`src/rtl/fetch_pc_pkg.sv`:
```
// fetch_pc_pkg: shared state encoding, default vectors and redirect priority for the fetch PC.
package fetch_pc_pkg;
  typedef enum logic [1:0] {ST_BOOT = 2'd0, ST_RUN = 2'd1, ST_HALT = 2'd2} state_e;
  typedef enum logic [1:0] {RD_NONE = 2'd0, RD_EXC = 2'd1, RD_ERET = 2'd2, RD_BR = 2'd3} redir_e;
  localparam logic [31:0] DEF_RESET_PC = 32'h0000_3000;
  localparam logic [31:0] DEF_EXC_VEC  = 32'h0000_4180;
  function automatic redir_e redir_sel(input logic exc, input logic eret, input logic br);
    return exc ? RD_EXC : eret ? RD_ERET : br ? RD_BR : RD_NONE;
  endfunction
endpackage

```
`src/rtl/fetch_pc_perf.sv`:
```
// fetch_pc_perf: wrapping counters of granted fetches and fetches blocked by stall or missing grant.
module fetch_pc_perf (
  input  logic        clk,
  input  logic        reset,
  input  logic        req,
  input  logic        gnt,
  input  logic        stall,
  output logic [31:0] perf_fetch_cnt,
  output logic [31:0] perf_stall_cnt
);
  logic [31:0] fetch_q, fetch_d, stall_q, stall_d;
  always_comb begin
    fetch_d = fetch_q + {31'd0, req & gnt & !stall};
    stall_d = stall_q + {31'd0, req & (stall | !gnt)};
    perf_fetch_cnt = fetch_q;
    perf_stall_cnt = stall_q;
  end
  always_ff @(posedge clk or negedge reset) begin
    if (!reset) begin
      fetch_q <= '0;
      stall_q <= '0;
    end else begin
      fetch_q <= fetch_d;
      stall_q <= stall_d;
    end
  end
endmodule

```
`src/rtl/fetch_pc.sv`:
```
// fetch_pc: fetch-stage PC with prioritised redirect, imem handshake and BOOT/RUN/HALT FSM.
// Optional perf counters are built when FETCH_PC_PERF_EN is defined.
module fetch_pc
  import fetch_pc_pkg::*;
#(
  parameter int                ADDR_W      = 32,
  parameter logic [ADDR_W-1:0] RESET_PC    = ADDR_W'(DEF_RESET_PC),
  parameter logic [ADDR_W-1:0] EXC_VEC     = ADDR_W'(DEF_EXC_VEC),
  parameter int                INSTR_BYTES = 4
) (
  input  logic              clk,
  input  logic              reset,
  input  logic              stall,
  input  logic              br_redirect,
  input  logic [ADDR_W-1:0] br_target,
  input  logic              exc_req,
  input  logic              eret_req,
  input  logic [ADDR_W-1:0] epc,
  input  logic              halt,
  input  logic              imem_gnt,
  output logic              F_req,
  output logic [ADDR_W-1:0] F_pc,
  output logic [ADDR_W-1:0] F_pc8,
  output logic              F_adel,
  output logic [1:0]        F_state
`ifdef FETCH_PC_PERF_EN
  ,
  output logic [31:0]       perf_fetch_cnt,
  output logic [31:0]       perf_stall_cnt
`endif
);
  localparam logic [ADDR_W-1:0] ALIGN_M = ADDR_W'(INSTR_BYTES - 1);
  localparam logic [ADDR_W-1:0] STEP    = ADDR_W'(INSTR_BYTES);
  localparam logic [ADDR_W-1:0] LINK    = ADDR_W'(2 * INSTR_BYTES);
  state_e            state_q, state_d;
  logic [ADDR_W-1:0] pc_q, pc_d, tgt;
  redir_e            redir;
  logic              adv;
  always_comb begin
    F_adel  = |(pc_q & ALIGN_M);
    F_req   = (state_q == ST_RUN) && !F_adel;
    F_pc    = pc_q;
    F_pc8   = pc_q + LINK;
    F_state = state_q;
    redir   = redir_sel(exc_req, eret_req, br_redirect);
    tgt     = (redir == RD_EXC) ? EXC_VEC : (redir == RD_ERET) ? epc : br_target;
    adv     = F_req & imem_gnt & !stall;
    state_d = state_q;
    pc_d    = pc_q;
    // BOOT ignores redirects; otherwise a redirect beats halt and sequential advance
    if (state_q == ST_BOOT) state_d = ST_RUN;
    else if (redir != RD_NONE) begin
      state_d = ST_RUN;
      pc_d    = tgt;
    end else if (state_q == ST_RUN && halt) state_d = ST_HALT;
    else if (adv) pc_d = pc_q + STEP;
  end
  always_ff @(posedge clk or negedge reset) begin
    if (!reset) begin
      state_q <= ST_BOOT;
      pc_q    <= RESET_PC;
    end else begin
      state_q <= state_d;
      pc_q    <= pc_d;
    end
  end
`ifdef FETCH_PC_PERF_EN
  fetch_pc_perf u_perf (
    .clk            (clk),
    .reset          (reset),
    .req            (F_req),
    .gnt            (imem_gnt),
    .stall          (stall),
    .perf_fetch_cnt (perf_fetch_cnt),
    .perf_stall_cnt (perf_stall_cnt)
  );
`endif
endmodule

```
`config.mk`:
```
export PLATFORM = sky130hd
export DESIGN_NAME = fetch_pc
export DESIGN_NICKNAME = d
export VERILOG_FILES = /design/src/rtl/fetch_pc_pkg.sv /design/src/rtl/fetch_pc_perf.sv /design/src/rtl/fetch_pc.sv
export SDC_FILE = /design/constraint.sdc
export NUM_CORES = 1
export LEC_CHECK = 0
export ABC_AREA = 0
export BUFFER_PORTS_ARGS = -buffer_cell sky130_fd_sc_hd__buf_2
export CAP_MARGIN = 20
export CORE_MARGIN = 8
export CORE_UTILIZATION = 48
export DETAILED_ROUTE_END_ITERATION = 7
export GPL_TIMING_DRIVEN = 0
export PLACE_DENSITY = 0.81
export SYNTH_ARGS = -nofsm -noshare
export SYNTH_HDL_FRONTEND = slang
export SYNTH_SLANG_ARGS = --single-unit
```
`constraint.sdc`:
```
create_clock -name clk -period 2.9 [get_ports clk]
set_input_delay 0.29 -clock clk [delete_from_list [all_inputs] [get_ports clk]]
set_output_delay 0.29 -clock clk [all_outputs]
set_load 0.05 [all_outputs]
```
==> Implementation_results.wiki, run 1 <==
{| class="wikitable"
! Metric !! Value
|-
| Power density of the placed cells || approximately 460 nW/um^2
|-
| Post-detailed-route wirelength per cell || around 21 um
|-
| Library cell used as clock root buffer || sky130_fd_sc_hd__clkbuf_8
|-
| Arr. time, crit path || 2450 ps
|-
| Maximum net fanout on the critical path || 8
|-
| Wire length of the first global-routing pass || 20,800 um
|-
| Run status || complete, no violations
|-
| Worst-Margin Slew || between 900 and 1000 ps
|-
| Clock slew at the register clock pins of the worst setup and hold paths || ~80 ps
|-
| Sinks on Clock Net || 34
|-
| Final setup violation count || 0
|-
| Total global routing track utilization || roughly a quarter
|-
| Post-synth ARST share || 100%
|-
| Syn. warnings || 0
|-
| Cell with the most instances on the worst path || sky130_fd_sc_hd__buf_2
|-
| Worst Setup SP || F_pc[18]$_DFFE_PN0P_
|-
| Synth area leader || sky130_fd_sc_hd__dfrtp_1
|-
| Clk_skew || between 7 and 8 ps
|-
| Mapped cell area || about 3200 sq um
|-
| Nature of the critical path startpoint || register
|-
| Final worst slack || ~160 ps
|-
| Vias per Instance || ~6.4
|-
| Height of the chip || between 90 and 100 um
|-
| Avg Cell Area, Syn || roughly 7.7 sq um
|-
| Post-Syn Nets || slightly below 500
|-
| Fmax || 364 MHz
|-
| Fraction of power spent switching nets || between 40 and 50%
|-
| Most used standard cell by instance count after synthesis || sky130_fd_sc_hd__nand2_1
|-
| Initial Util || 49.7%
|-
| Die Outline Area || approximately 9400 sq um
|-
| X dimension of the die || 97.1 um
|-
| Primary FF master, synth || sky130_fd_sc_hd__dfrtp_1
|-
| Cell at the slowest stage of the critical path || sky130_fd_sc_hd__nor4bb_1
|-
| Maximum number of buffers from clock root to sink || 2
|-
| Detailed-route via count || just over 4,000
|-
| Detailed Routing Iterations Pass 1 || 5
|-
| Net Switching || about 0.00084 W
|-
| Violation count after the first detailed-route iteration || 477
|-
| Headroom to the max-slew limit || roughly a third
|-
| RSZ-0062 raised after global routing || no
|-
| Pin count of the biggest net entering global routing || 35
|-
| Number of CTS-inserted buffers || 5
|-
| CORE AREA || approximately 6300 sq um
|-
| Portion of total power attributed to the clock network || around 29%
|-
| Worst setup slack before clock tree synthesis || 94.0 ps
|-
| Vias in the first global route || ~4,100
|-
| Flop and latch count out of synthesis || 34
|-
| Clock latency of the later-clocked register in the worst-skew pair || approximately 300 ps
|-
| Growth of design area from synthesis to finish || 34.9%
|-
| Type of destination of the critical path || output pin
|-
| Slowest Stage Delay on Critical Path || between 400 and 500 ps
|-
| Time the worst path needs with I/O delays and setup || 2740 ps
|-
| Req. time, crit path || 2610 ps
|-
| Post-detailed-routing wire length || about 13,000 um
|-
| Residual DRC count || 0
|-
| H-tree depth || 2
|-
| Worst setup endpoint || F_pc8[29]
|-
| Fraction of post-synthesis cell area in the top cell type by area || approximately 25%
|-
| Peak ir drop on the vdd network || about 260 uV
|-
| Count of pins on the block boundary || between 100 and 150
|-
| Routability congestion estimate from global placement || roughly 0.99
|-
| Number of maximum-capacitance constraint violations || 0
|-
| Part of the Yosys area used for sequential elements || roughly 27%
|-
| Gate power share || a little over two fifths
|-
| Type of the tightest min-delay check || input pin to asynchronous set/reset pin
|-
| Final antenna-violating net count || 0
|-
| Antenna violations before repair || 0
|-
| Net count reported at finish || 630
|-
| Synth Instances || around 410
|-
| Share of final-layout standard cells stronger than drive strength 1 || around 37%
|-
| Port Buf Inserts || around 140
|-
| Sequential power share || 29.2%
|-
| Static Leak || ~2.0 nW
|-
| Class of the most critical setup path || register to output pin
|-
| Row count || 29
|-
| CP cell instances || buf_2, nand4_1, nor3_2, nor4bb_1, xor2_1, buf_2
|-
| Number of hold buffers added after CTS || 0
|-
| Total of fill cells in the finished design || between 500 and 600
|-
| Distinct cell type count after synthesis || 60
|-
| Internal power consumption || ~0.0011 W
|-
| Sum of negative setup slack || 0 ps
|-
| Period Utilization, post-route || a little over nine tenths
|-
| Critical R2R Capture || F_pc[26]$_DFFE_PN0P_
|-
| Final-report hold violation count || 0
|-
| Number of enable-type register cells in the synthesized netlist || 0
|-
| Reg2Reg Launch Point || F_pc[3]$_DFFE_PN0P_
|-
| Final Max Tran Viols || 0
|-
| Setup slack on the worst flop-to-flop path || between 300 and 400 ps
|-
| Detailed placement HPWL || roughly 9700 um
|-
| Depth of the most critical reg-to-reg path || 5
|-
| Diodes inserted || 0
|-
| Clock tree from TritonCTS || built
|-
| Main area contributors after synthesis || sky130_fd_sc_hd__dfrtp_1 (25%), sky130_fd_sc_hd__nand2_1 (6.3%), sky130_fd_sc_hd__nand4_1 (4.2%), sky130_fd_sc_hd__xor2_1 (3.9%), sky130_fd_sc_hd__xnor2_1 (3.6%)
|-
| GR Overflow Total || 0
|-
| Most frequent cells after synthesis || sky130_fd_sc_hd__nand2_1 (53), sky130_fd_sc_hd__dfrtp_1 (32), sky130_fd_sc_hd__clkbuf_1 (26), sky130_fd_sc_hd__nand4_1 (21), sky130_fd_sc_hd__nor3_1 (21)
|}
[how the worst min path moves through the flow]
stage	from	endpoint	depth (start not counted)
6_report	reset	F_pc[7]$_DFFE_PN0P_	1
3_3_place_gp	reset	F_pc[6]$_DFFE_PN0P_	1
4_1_cts	reset	F_pc[3]$_DFFE_PN0P_	1
2_1_floorplan	reset	F_pc[0]$_DFFE_PN0P_	0
5_1_grt	reset	F_pc[7]$_DFFE_PN0P_	1
3_5_place_dp	reset	F_pc[3]$_DFFE_PN0P_	1
[stage by stage]
| stage | area, sq um | hold WS (ps) | util, % | std cells | total power (W) |
|---|---|---|---|---|---|
| floorplan | 3240 | -5.59 | - | 411 | 0.00115 |
| global placement | 4020 | 418 | 63.3 | 625 | 0.00137 |
| detailed placement | 4020 | 423 | 63.3 | 625 | 0.00138 |
| CTS | 4180 | 104 | 65.8 | 632 | 0.00194 |
| global route | 4260 | 145 | 67.0 | 634 | 0.00201 |
| finish | 4260 | 71.4 | 67.0 | 634 | 0.00195 |
[final cells by class]
type | instances | area, sq um | area share [%]
Inverter | 8 | 30.0 | 0.706
Clock inverter | 2 | 60.1 | 1.41
Tap cell | 77 | 96.3 | 2.26
Sequential cell | 34 | 853 | 20.1
Buffer | 46 | 213 | 5.00
Clock buffer | 6 | 82.6 | 1.94
Timing Repair Buffer | 140 | 708 | 16.6
Multi-Input combinational cell | 321 | 2210 | 52.0
[layout by cell type (no fill, tap or decap), drive strengths merged, types with 14 or more instances in the layout]
cell / instances
buf: 162
nand2: 53
dfrtp: 32
clkbuf: 30
nand4: 23
nor3: 21
nor2: 20
o21ai: 20
a21oi: 17
a22oi: 14
xor2: 14
[metal layers]
layer	vias to the layer above	global-route usage, %	wire length, um
met5	-	0	0
met4	0	10.9	350
met3	36	6.54	1700
met2	348	41.4	5980
met1	1879	33.6	5080
li1	1821	-	-
[worst max-delay path: cells and delay by family, from the launching register on]
family	cells	cell delay (ps)
xor gates and xnor gates	1	260
buffers and inverters	2	540
DFF	1	340
and+or+nand+nor	3	1010
[state kept, by name (all words and copies together) (netlist names)]
signal,flops
F_pc,32
F_state,2
[power by group through the flow]
stage          Combinational, W  Sequential [W]  Clock (W)
2_1_floorplan          0.000428        0.000718          0
3_3_place_gp           0.000796        0.000574          0
3_5_place_dp           0.000804        0.000575          0
4_1_cts                0.000807        0.000567   0.000566
5_1_grt                0.000858        0.000574   0.000579
6_report               0.000815        0.000568   0.000565
[cell families (layout without fill, tap and decap cells)]
| group | after synthesis | after routing | share of synthesized area (%) |
|---|---|---|---|
| xor+xnor | 27 | 27 | 7.49 |
| flops | 34 | 34 | 27.0 |
| mux | 4 | 4 | 1.27 |
| simple gates | 175 | 175 | 29.7 |
| compound gates | 113 | 113 | 25.9 |
| buf+inv | 56 | 202 | 7.85 |
| fa+ha+maj | 2 | 2 | 0.793 |
[timing repair]
action / CTS / global route
resized for setup: 4 / 14
setup buffers: 0 / 3
endpoints found under the setup margin: 12 / 12
pin swaps: 0 / 1
Note: power is estimated with default switching activity, not from simulation.
==> run 2, diff against run 1 <==
--- a/config.mk
+++ b/config.mk
@@ -13,6 +13,7 @@
 export DETAILED_ROUTE_END_ITERATION = 7
 export GPL_TIMING_DRIVEN = 0
 export PLACE_DENSITY = 0.81
+export REMOVE_ABC_BUFFERS = 1
 export SYNTH_ARGS = -nofsm -noshare
 export SYNTH_HDL_FRONTEND = slang
 export SYNTH_SLANG_ARGS = --single-unit
==> run 2 against run 1 <==
Compared with the run above: routed wire length decreased by 13%; clock skew rose by 2.4 ps; combinational power down 13%; clock-buffer cell count up 2; global-route usage fell by 3.4 points; utilization decreased by 5.2 points; total power fell by 9.7%; sequential power rose by 9.5%; worst hold slack got worse by 6.7 ps; first-iteration DRC count shrank 31%.
==> Implementation_results.wiki, run 2 (synthesis results as in run 1) <==
{| class="wikitable"
! Metric !! Value
|-
| Vias per Instance || between 6 and 7
|-
| Power density of the placed cells || 448 nW/um^2
|-
| Nature of the critical path startpoint || register
|-
| Detailed placement HPWL || between 8000 and 9000 um
|-
| Row count || 29
|-
| Time the worst path needs with I/O delays and setup || approximately 2700 ps
|-
| Violation count after the first detailed-route iteration || 330
|-
| Clock slew at the register clock pins of the worst setup and hold paths || 80 ps
|-
| Req. time, crit path || ~2600 ps
|-
| Final worst slack || 172 ps
|-
| Antenna violations before repair || 0
|-
| Share of final-layout standard cells stronger than drive strength 1 || around a third
|-
| Type of destination of the critical path || output pin
|-
| Vias in the first global route || between 3,000 and 4,000
|-
| Growth of design area from synthesis to finish || 24.3%
|-
| Gate power share || between 40% and 50%
|-
| Maximum net fanout on the critical path || 9
|-
| Pin count of the biggest net entering global routing || 53
|-
| Diodes inserted || 0
|-
| Arr. time, crit path || between 2000 and 2500 ps
|-
| Worst setup slack before clock tree synthesis || -415 ps
|-
| Slowest Stage Delay on Critical Path || 530 ps
|-
| Fmax || 367 MHz
|-
| Setup fix buffers added after clock tree synthesis || 0
|-
| Sinks on Clock Net || 34
|-
| Wire length of the first global-routing pass || around 18,000 um
|-
| Height of the chip || 97.1 um
|-
| Portion of total power attributed to the clock network || around a quarter
|-
| Count of pins on the block boundary || 140
|-
| Routability congestion estimate from global placement || 0.905
|-
| Worst-Margin Slew || 966 ps
|-
| Final-report hold violation count || 0
|-
| Final core occ || about 62%
|-
| CP cell instances || nand4_1, nor3_1, nor4bb_2, xor2_1, buf_2
|-
| Total global routing track utilization || between 20% and 30%
|-
| Library cell used as clock root buffer || sky130_fd_sc_hd__clkbuf_8
|-
| Cell at the slowest stage of the critical path || sky130_fd_sc_hd__dfrtp_1
|-
| Fraction of power spent switching nets || roughly 46%
|-
| Headroom to the max-slew limit || a little over a third
|-
| Number of flip-flops under the largest register name || 32
|-
| Static Leak || ~1.7 nW
|-
| RSZ-0062 raised after global routing || no
|-
| Net count reported at finish || 585
|-
| Port Buf Inserts || ~140
|-
| Post-detailed-routing wire length || ~11,000 um
|-
| Most common cell after layout, fill and taps aside || sky130_fd_sc_hd__buf_2
|-
| Number of CTS-inserted buffers || 5
|-
| Maximum number of buffers from clock root to sink || 2
|-
| Clock latency of the later-clocked register in the worst-skew pair || around 300 ps
|-
| Final Max Tran Viols || 0
|-
| H-tree depth || 2
|-
| Highest-count cells in the layout ignoring fill and taps || sky130_fd_sc_hd__buf_2 (139), sky130_fd_sc_hd__nand2_1 (53), sky130_fd_sc_hd__dfrtp_1 (29)
|-
| Clock tree from TritonCTS || built
|-
| Net Switching || ~0.0008 W
|-
| Peak ir drop on the vdd network || 267 uV
|-
| Initial Util || 49.7%
|-
| Post-detailed-route wirelength per cell || around 19 um
|-
| Period Utilization, post-route || between 90% and 100%
|-
| Type of the tightest min-delay check || input pin to asynchronous set/reset pin
|-
| GR Overflow Total || 0
|-
| Worst-case hold slack || ~65 ps
|-
| Clk_skew || roughly 10 ps
|-
| Sum of negative setup slack || 0 ps
|-
| Final setup violation count || 0
|-
| Die Outline Area || between 9000 and 10,000 sq um
|-
| Total of fill cells in the finished design || 567
|-
| Residual DRC count || 0
|-
| Detailed Routing Iterations Pass 1 || 5
|-
| Internal power consumption || 0.000950 W
|-
| Run status || complete, no violations
|-
| Sequential power share || a little over a third
|-
| Detailed-route via count || 3,718
|-
| Class of the most critical setup path || register to output pin
|-
| Number of maximum-capacitance constraint violations || 0
|-
| CORE AREA || roughly 6300 sq um
|-
| X dimension of the die || between 90 and 100 um
|-
| Final antenna-violating net count || 0
|}
run 2: changes by cell type in the layout (fill, tap and decap cells not counted), moves of 3 or more:
cell and delta:
sky130_fd_sc_hd__clkbuf_1 -22, sky130_fd_sc_hd__buf_2 -13, sky130_fd_sc_hd__buf_4 -8, sky130_fd_sc_hd__xor2_1 +6, sky130_fd_sc_hd__xor2_2 -6, sky130_fd_sc_hd__xnor2_1 +5, sky130_fd_sc_hd__xnor2_2 -5, sky130_fd_sc_hd__nor3_1 +4
sky130_fd_sc_hd__dfrtp_1 -3, sky130_fd_sc_hd__dfrtp_2 +3, sky130_fd_sc_hd__nor3_2 -3
run 2: final cells by class:
class | instances | area, sq um | area share (%)
inverters | 8 | 30.0 | 0.766
flip-flops and latches | 34 | 857 | 21.9
well taps | 77 | 96.3 | 2.46
repair buffers | 141 | 722 | 18.4
clock buffers | 8 | 110 | 2.81
multi-input cells | 321 | 2110 | 53.7
run 2: per-layer routing:
layer / share of wire [%] / routed length, um / GRT usage, %
met5: 0 / 0 / 0
met4: 2.4 / 269 / 9.11
met3: 9.0 / 1030 / 5.19
met2: 48 / 5430 / 38.1
met1: 41 / 4680 / 28.2
run 2: final timing paths:
kind	from	to	slack [ps]	depth (start not counted)
min in group clk	epc[7]	F_pc[7]$_DFFE_PN0P_	260	3
max	F_pc[20]$_DFFE_PN0P_	F_pc8[29]	170	5
max in group asynchronous	reset	F_pc[6]$_DFFE_PN0P_	2250	1
max reg2reg	F_pc[2]$_DFFE_PN0P_	F_pc[26]$_DFFE_PN0P_	440	5
min reg2reg	F_pc[12]$_DFFE_PN1P_	F_pc[12]$_DFFE_PN1P_	550	1
min	reset	F_pc[11]$_DFFE_PN0P_	60	1
run 2: worst max-delay path: cells and delay by family (launching register included):
| kind | cells | cell delay, ps |
|---|---|---|
| simple gates | 3 | 1170 |
| flops | 1 | 530 |
| buf+inv | 1 | 280 |
| xor+xnor | 1 | 170 |
run 2: timing repair:
action                     in CTS  in global routing
setup endpoints to repair      14                 10
pin swaps                       0                  0
resized for setup               3                  7
hold buffers                    0                  0
run 2: power groups by stage:
stage	registers, W	logic (W)	clock network, W
floorplan	0.000762	0.000327	0
global placement	0.000619	0.000692	0
detailed placement	0.000624	0.000707	0
CTS	0.000616	0.000709	0.000432
global route	0.000630	0.000747	0.000447
finish	0.000622	0.000707	0.000431
run 2: metrics by stage:
stage / total power [W] / cell area [sq um] / instances
after floorplan: 0.00109 / 2940 / 363
after global placement: 0.00131 / 3730 / 579
after detailed placement: 0.00133 / 3770 / 581
after CTS: 0.00176 / 3900 / 589
after global routing: 0.00182 / 3920 / 589
final: 0.00176 / 3920 / 589
==> run 3, diff against run 2 <==
--- a/config.mk
+++ b/config.mk
@@ -14,6 +14,7 @@
 export GPL_TIMING_DRIVEN = 0
 export PLACE_DENSITY = 0.81
 export REMOVE_ABC_BUFFERS = 1
+export SETUP_SLACK_MARGIN = 0.4
 export SYNTH_ARGS = -nofsm -noshare
 export SYNTH_HDL_FRONTEND = slang
 export SYNTH_SLANG_ARGS = --single-unit
==> run 3 against run 2 <==
Compared with the run above: register-to-register slack better by 100 ps; maximum frequency is 7.4% higher; flip-flop and latch count stayed put; clock skew is 1.2 ps higher; utilization is 4.7 points higher; die area stayed put; critical path type unchanged; critical endpoint is now F_pc8[31]; largest power group unchanged.
==> Implementation_results.wiki, run 3 (synthesis results as in run 1) <==
{| class="wikitable"
! Metric !! Value
|-
| Finished Cell Area || 4220 sq um
|-
| Growth of design area from synthesis to finish || 33.9%
|-
| Peak ir drop on the vdd network || between 200 and 300 uV
|-
| Vias in the first global route || 3,844
|-
| Number of maximum-capacitance constraint violations || 0
|-
| H-tree depth || 2
|-
| Number of buffers and inverters on the critical path || 1
|-
| Routability congestion estimate from global placement || ~0.9
|-
| GR Overflow Total || 0
|-
| X dimension of the die || 97.1 um
|-
| Net count reported at finish || approximately 610
|-
| Antenna violations before repair || 0
|-
| Number of stages on the worst setup path || 5
|-
| Vias per Instance || 6.49
|-
| Violation count after the first detailed-route iteration || 388
|-
| Nature of the critical path startpoint || register
|-
| Sinks on Clock Net || 34
|-
| Final core occ || 66.5%
|-
| Sum of negative setup slack || 0 ps
|-
| Detailed-route via count || 3,956
|-
| Post-detailed-route wirelength per cell || between 20 and 25 um
|-
| Worst-Margin Slew || 962 ps
|-
| Die Outline Area || between 9000 and 10,000 sq um
|-
| Pin count of the biggest net entering global routing || 53
|-
| Post-detailed-routing wire length || 12,200 um
|-
| Total global routing track utilization || 23.9%
|-
| Run status || complete, no violations
|-
| Diodes inserted || 0
|-
| Type of the tightest min-delay check || input pin to asynchronous set/reset pin
|-
| Clock latency of the later-clocked register in the worst-skew pair || about 300 ps
|-
| Slowest Stage Delay on Critical Path || approximately 530 ps
|-
| Cell Area, Placed || ~3800 sq um
|-
| Most common cell after layout, fill and taps aside || sky130_fd_sc_hd__buf_2
|-
| Type of destination of the critical path || output pin
|-
| Row count || 29
|-
| Reg2Reg Launch Point || F_pc[13]$_DFFE_PN1P_
|-
| Maximum number of buffers from clock root to sink || 2
|-
| RSZ-0062 raised after global routing || yes
|-
| Clock tree from TritonCTS || built
|-
| Final worst slack || about 360 ps
|-
| Library cell used as clock root buffer || sky130_fd_sc_hd__clkbuf_8
|-
| Final setup violation count || 0
|-
| CP cell instances || nand4_1, nor4_2, nand2_1, xnor2_1, buf_2
|-
| Port Buf Inserts || about 140
|-
| Detailed placement HPWL || between 8000 and 9000 um
|-
| Highest-count cells in the layout ignoring fill and taps || sky130_fd_sc_hd__buf_2 (131), sky130_fd_sc_hd__nand2_1 (53), sky130_fd_sc_hd__buf_4 (27)
|-
| Height of the chip || between 90 and 100 um
|-
| Clk_skew || 11.3 ps
|-
| Fmax || around 390 MHz
|-
| Detailed Routing Iterations Pass 1 || 5
|-
| Cell at the slowest stage of the critical path || sky130_fd_sc_hd__dfrtp_1
|-
| Share of final-layout standard cells stronger than drive strength 1 || 40.5%
|-
| Req. time, crit path || around 2600 ps
|-
| Period Utilization, post-route || around 88%
|-
| CORE AREA || 6350 sq um
|-
| Final Max Tran Viols || 0
|-
| Number of hold buffers added after CTS || 0
|-
| Headroom to the max-slew limit || a little over a third
|-
| Residual DRC count || 0
|-
| Number of CTS-inserted buffers || 5
|-
| Wire length of the first global-routing pass || between 15,000 and 20,000 um
|-
| Time the worst path needs with I/O delays and setup || 2540 ps
|-
| Worst Setup SP || F_pc[28]$_DFFE_PN0P_
|-
| Worst setup slack before clock tree synthesis || -415 ps
|-
| Maximum net fanout on the critical path || 8
|-
| Depth of the most critical reg-to-reg path || 5
|-
| Count of pins on the block boundary || 140
|-
| Power density of the placed cells || around 430 nW/um^2
|-
| Class of the most critical setup path || register to output pin
|-
| Number of flip-flops under the largest register name || 32
|-
| Arr. time, crit path || between 2000 and 2500 ps
|-
| Final antenna-violating net count || 0
|-
| Clock slew at the register clock pins of the worst setup and hold paths || 80 ps
|-
| Initial Util || between 40% and 50%
|-
| Total of fill cells in the finished design || approximately 510
|-
| Final-report hold violation count || 0
|-
| Cell family contributing the most delay on the critical path || simple AND/OR/NAND/NOR gates
|-
| Static Leak || 1.91 nW
|}
-- run 3: per-stage QoR --
step	power (W)	hold WS, ps	std cells
floorplan	0.00109	-5.59	363
global placement	0.00131	411	579
finish	0.00181	63.8	610
global route	0.00186	121	610
detailed placement	0.00133	419	581
CTS	0.00177	98.1	598
-- run 3: worst reg2reg max path, stage by stage (launching register included) --
cell and delay [ps]:
sky130_fd_sc_hd__dfstp_2 610, sky130_fd_sc_hd__nand4_4 220, sky130_fd_sc_hd__buf_4 210, sky130_fd_sc_hd__nor4_1 790, sky130_fd_sc_hd__o21ai_0 170, sky130_fd_sc_hd__a32o_1 240
-- run 3: path summary, 6_finish.rpt --
kind | end | slack (ps)
max | F_pc8[31] | 360
min | F_pc[11]$_DFFE_PN0P_ | 60
max reg2reg | F_pc[15]$_DFFE_PN0P_ | 540
min reg2reg | F_pc[12]$_DFFE_PN1P_ | 550
max in group asynchronous | F_pc[9]$_DFFE_PN0P_ | 2240
min in group clk | F_pc[7]$_DFFE_PN0P_ | 260
-- run 3: what timing repair did --
| action | in CTS | in global routing |
|---|---|---|
| gates resized for setup | 28 | 20 |
| setup endpoints to repair | 33 | 15 |
| buffers inserted | 9 | 12 |
| pin swaps | 3 | 6 |
| cloned | 0 | 0 |
-- run 3: cell type report --
cell class / instances / area (sq um) / share of cell area [%]
multi-input combinational: 321 / 2210 / 52.4
timing repair buffer: 162 / 900 / 21.3
sequential: 34 / 873 / 20.7
clock buffer: 8 / 110 / 2.61
tap: 77 / 96.3 / 2.28
inverter: 8 / 30.0 / 0.711
-- run 3: power by group --
| part | internal [W] | total [W] | switching, W |
|---|---|---|---|
| clock | 0.000240 | 0.000437 | 0.000197 |
| combinational | 0.000213 | 0.000745 | 0.000532 |
| sequential | 0.000522 | 0.000625 | 0.000103 |
| total | 0.000975 | 0.00181 | 0.000832 |
-- run 3: layer usage --
layer,global-route usage (%),vias up,share of wire (%)
met5,0,-,0
met4,10.7,0,3.3
met3,5.83,50,11
met2,39.1,292,48
met1,28.8,1830,38
li1,-,1784,-
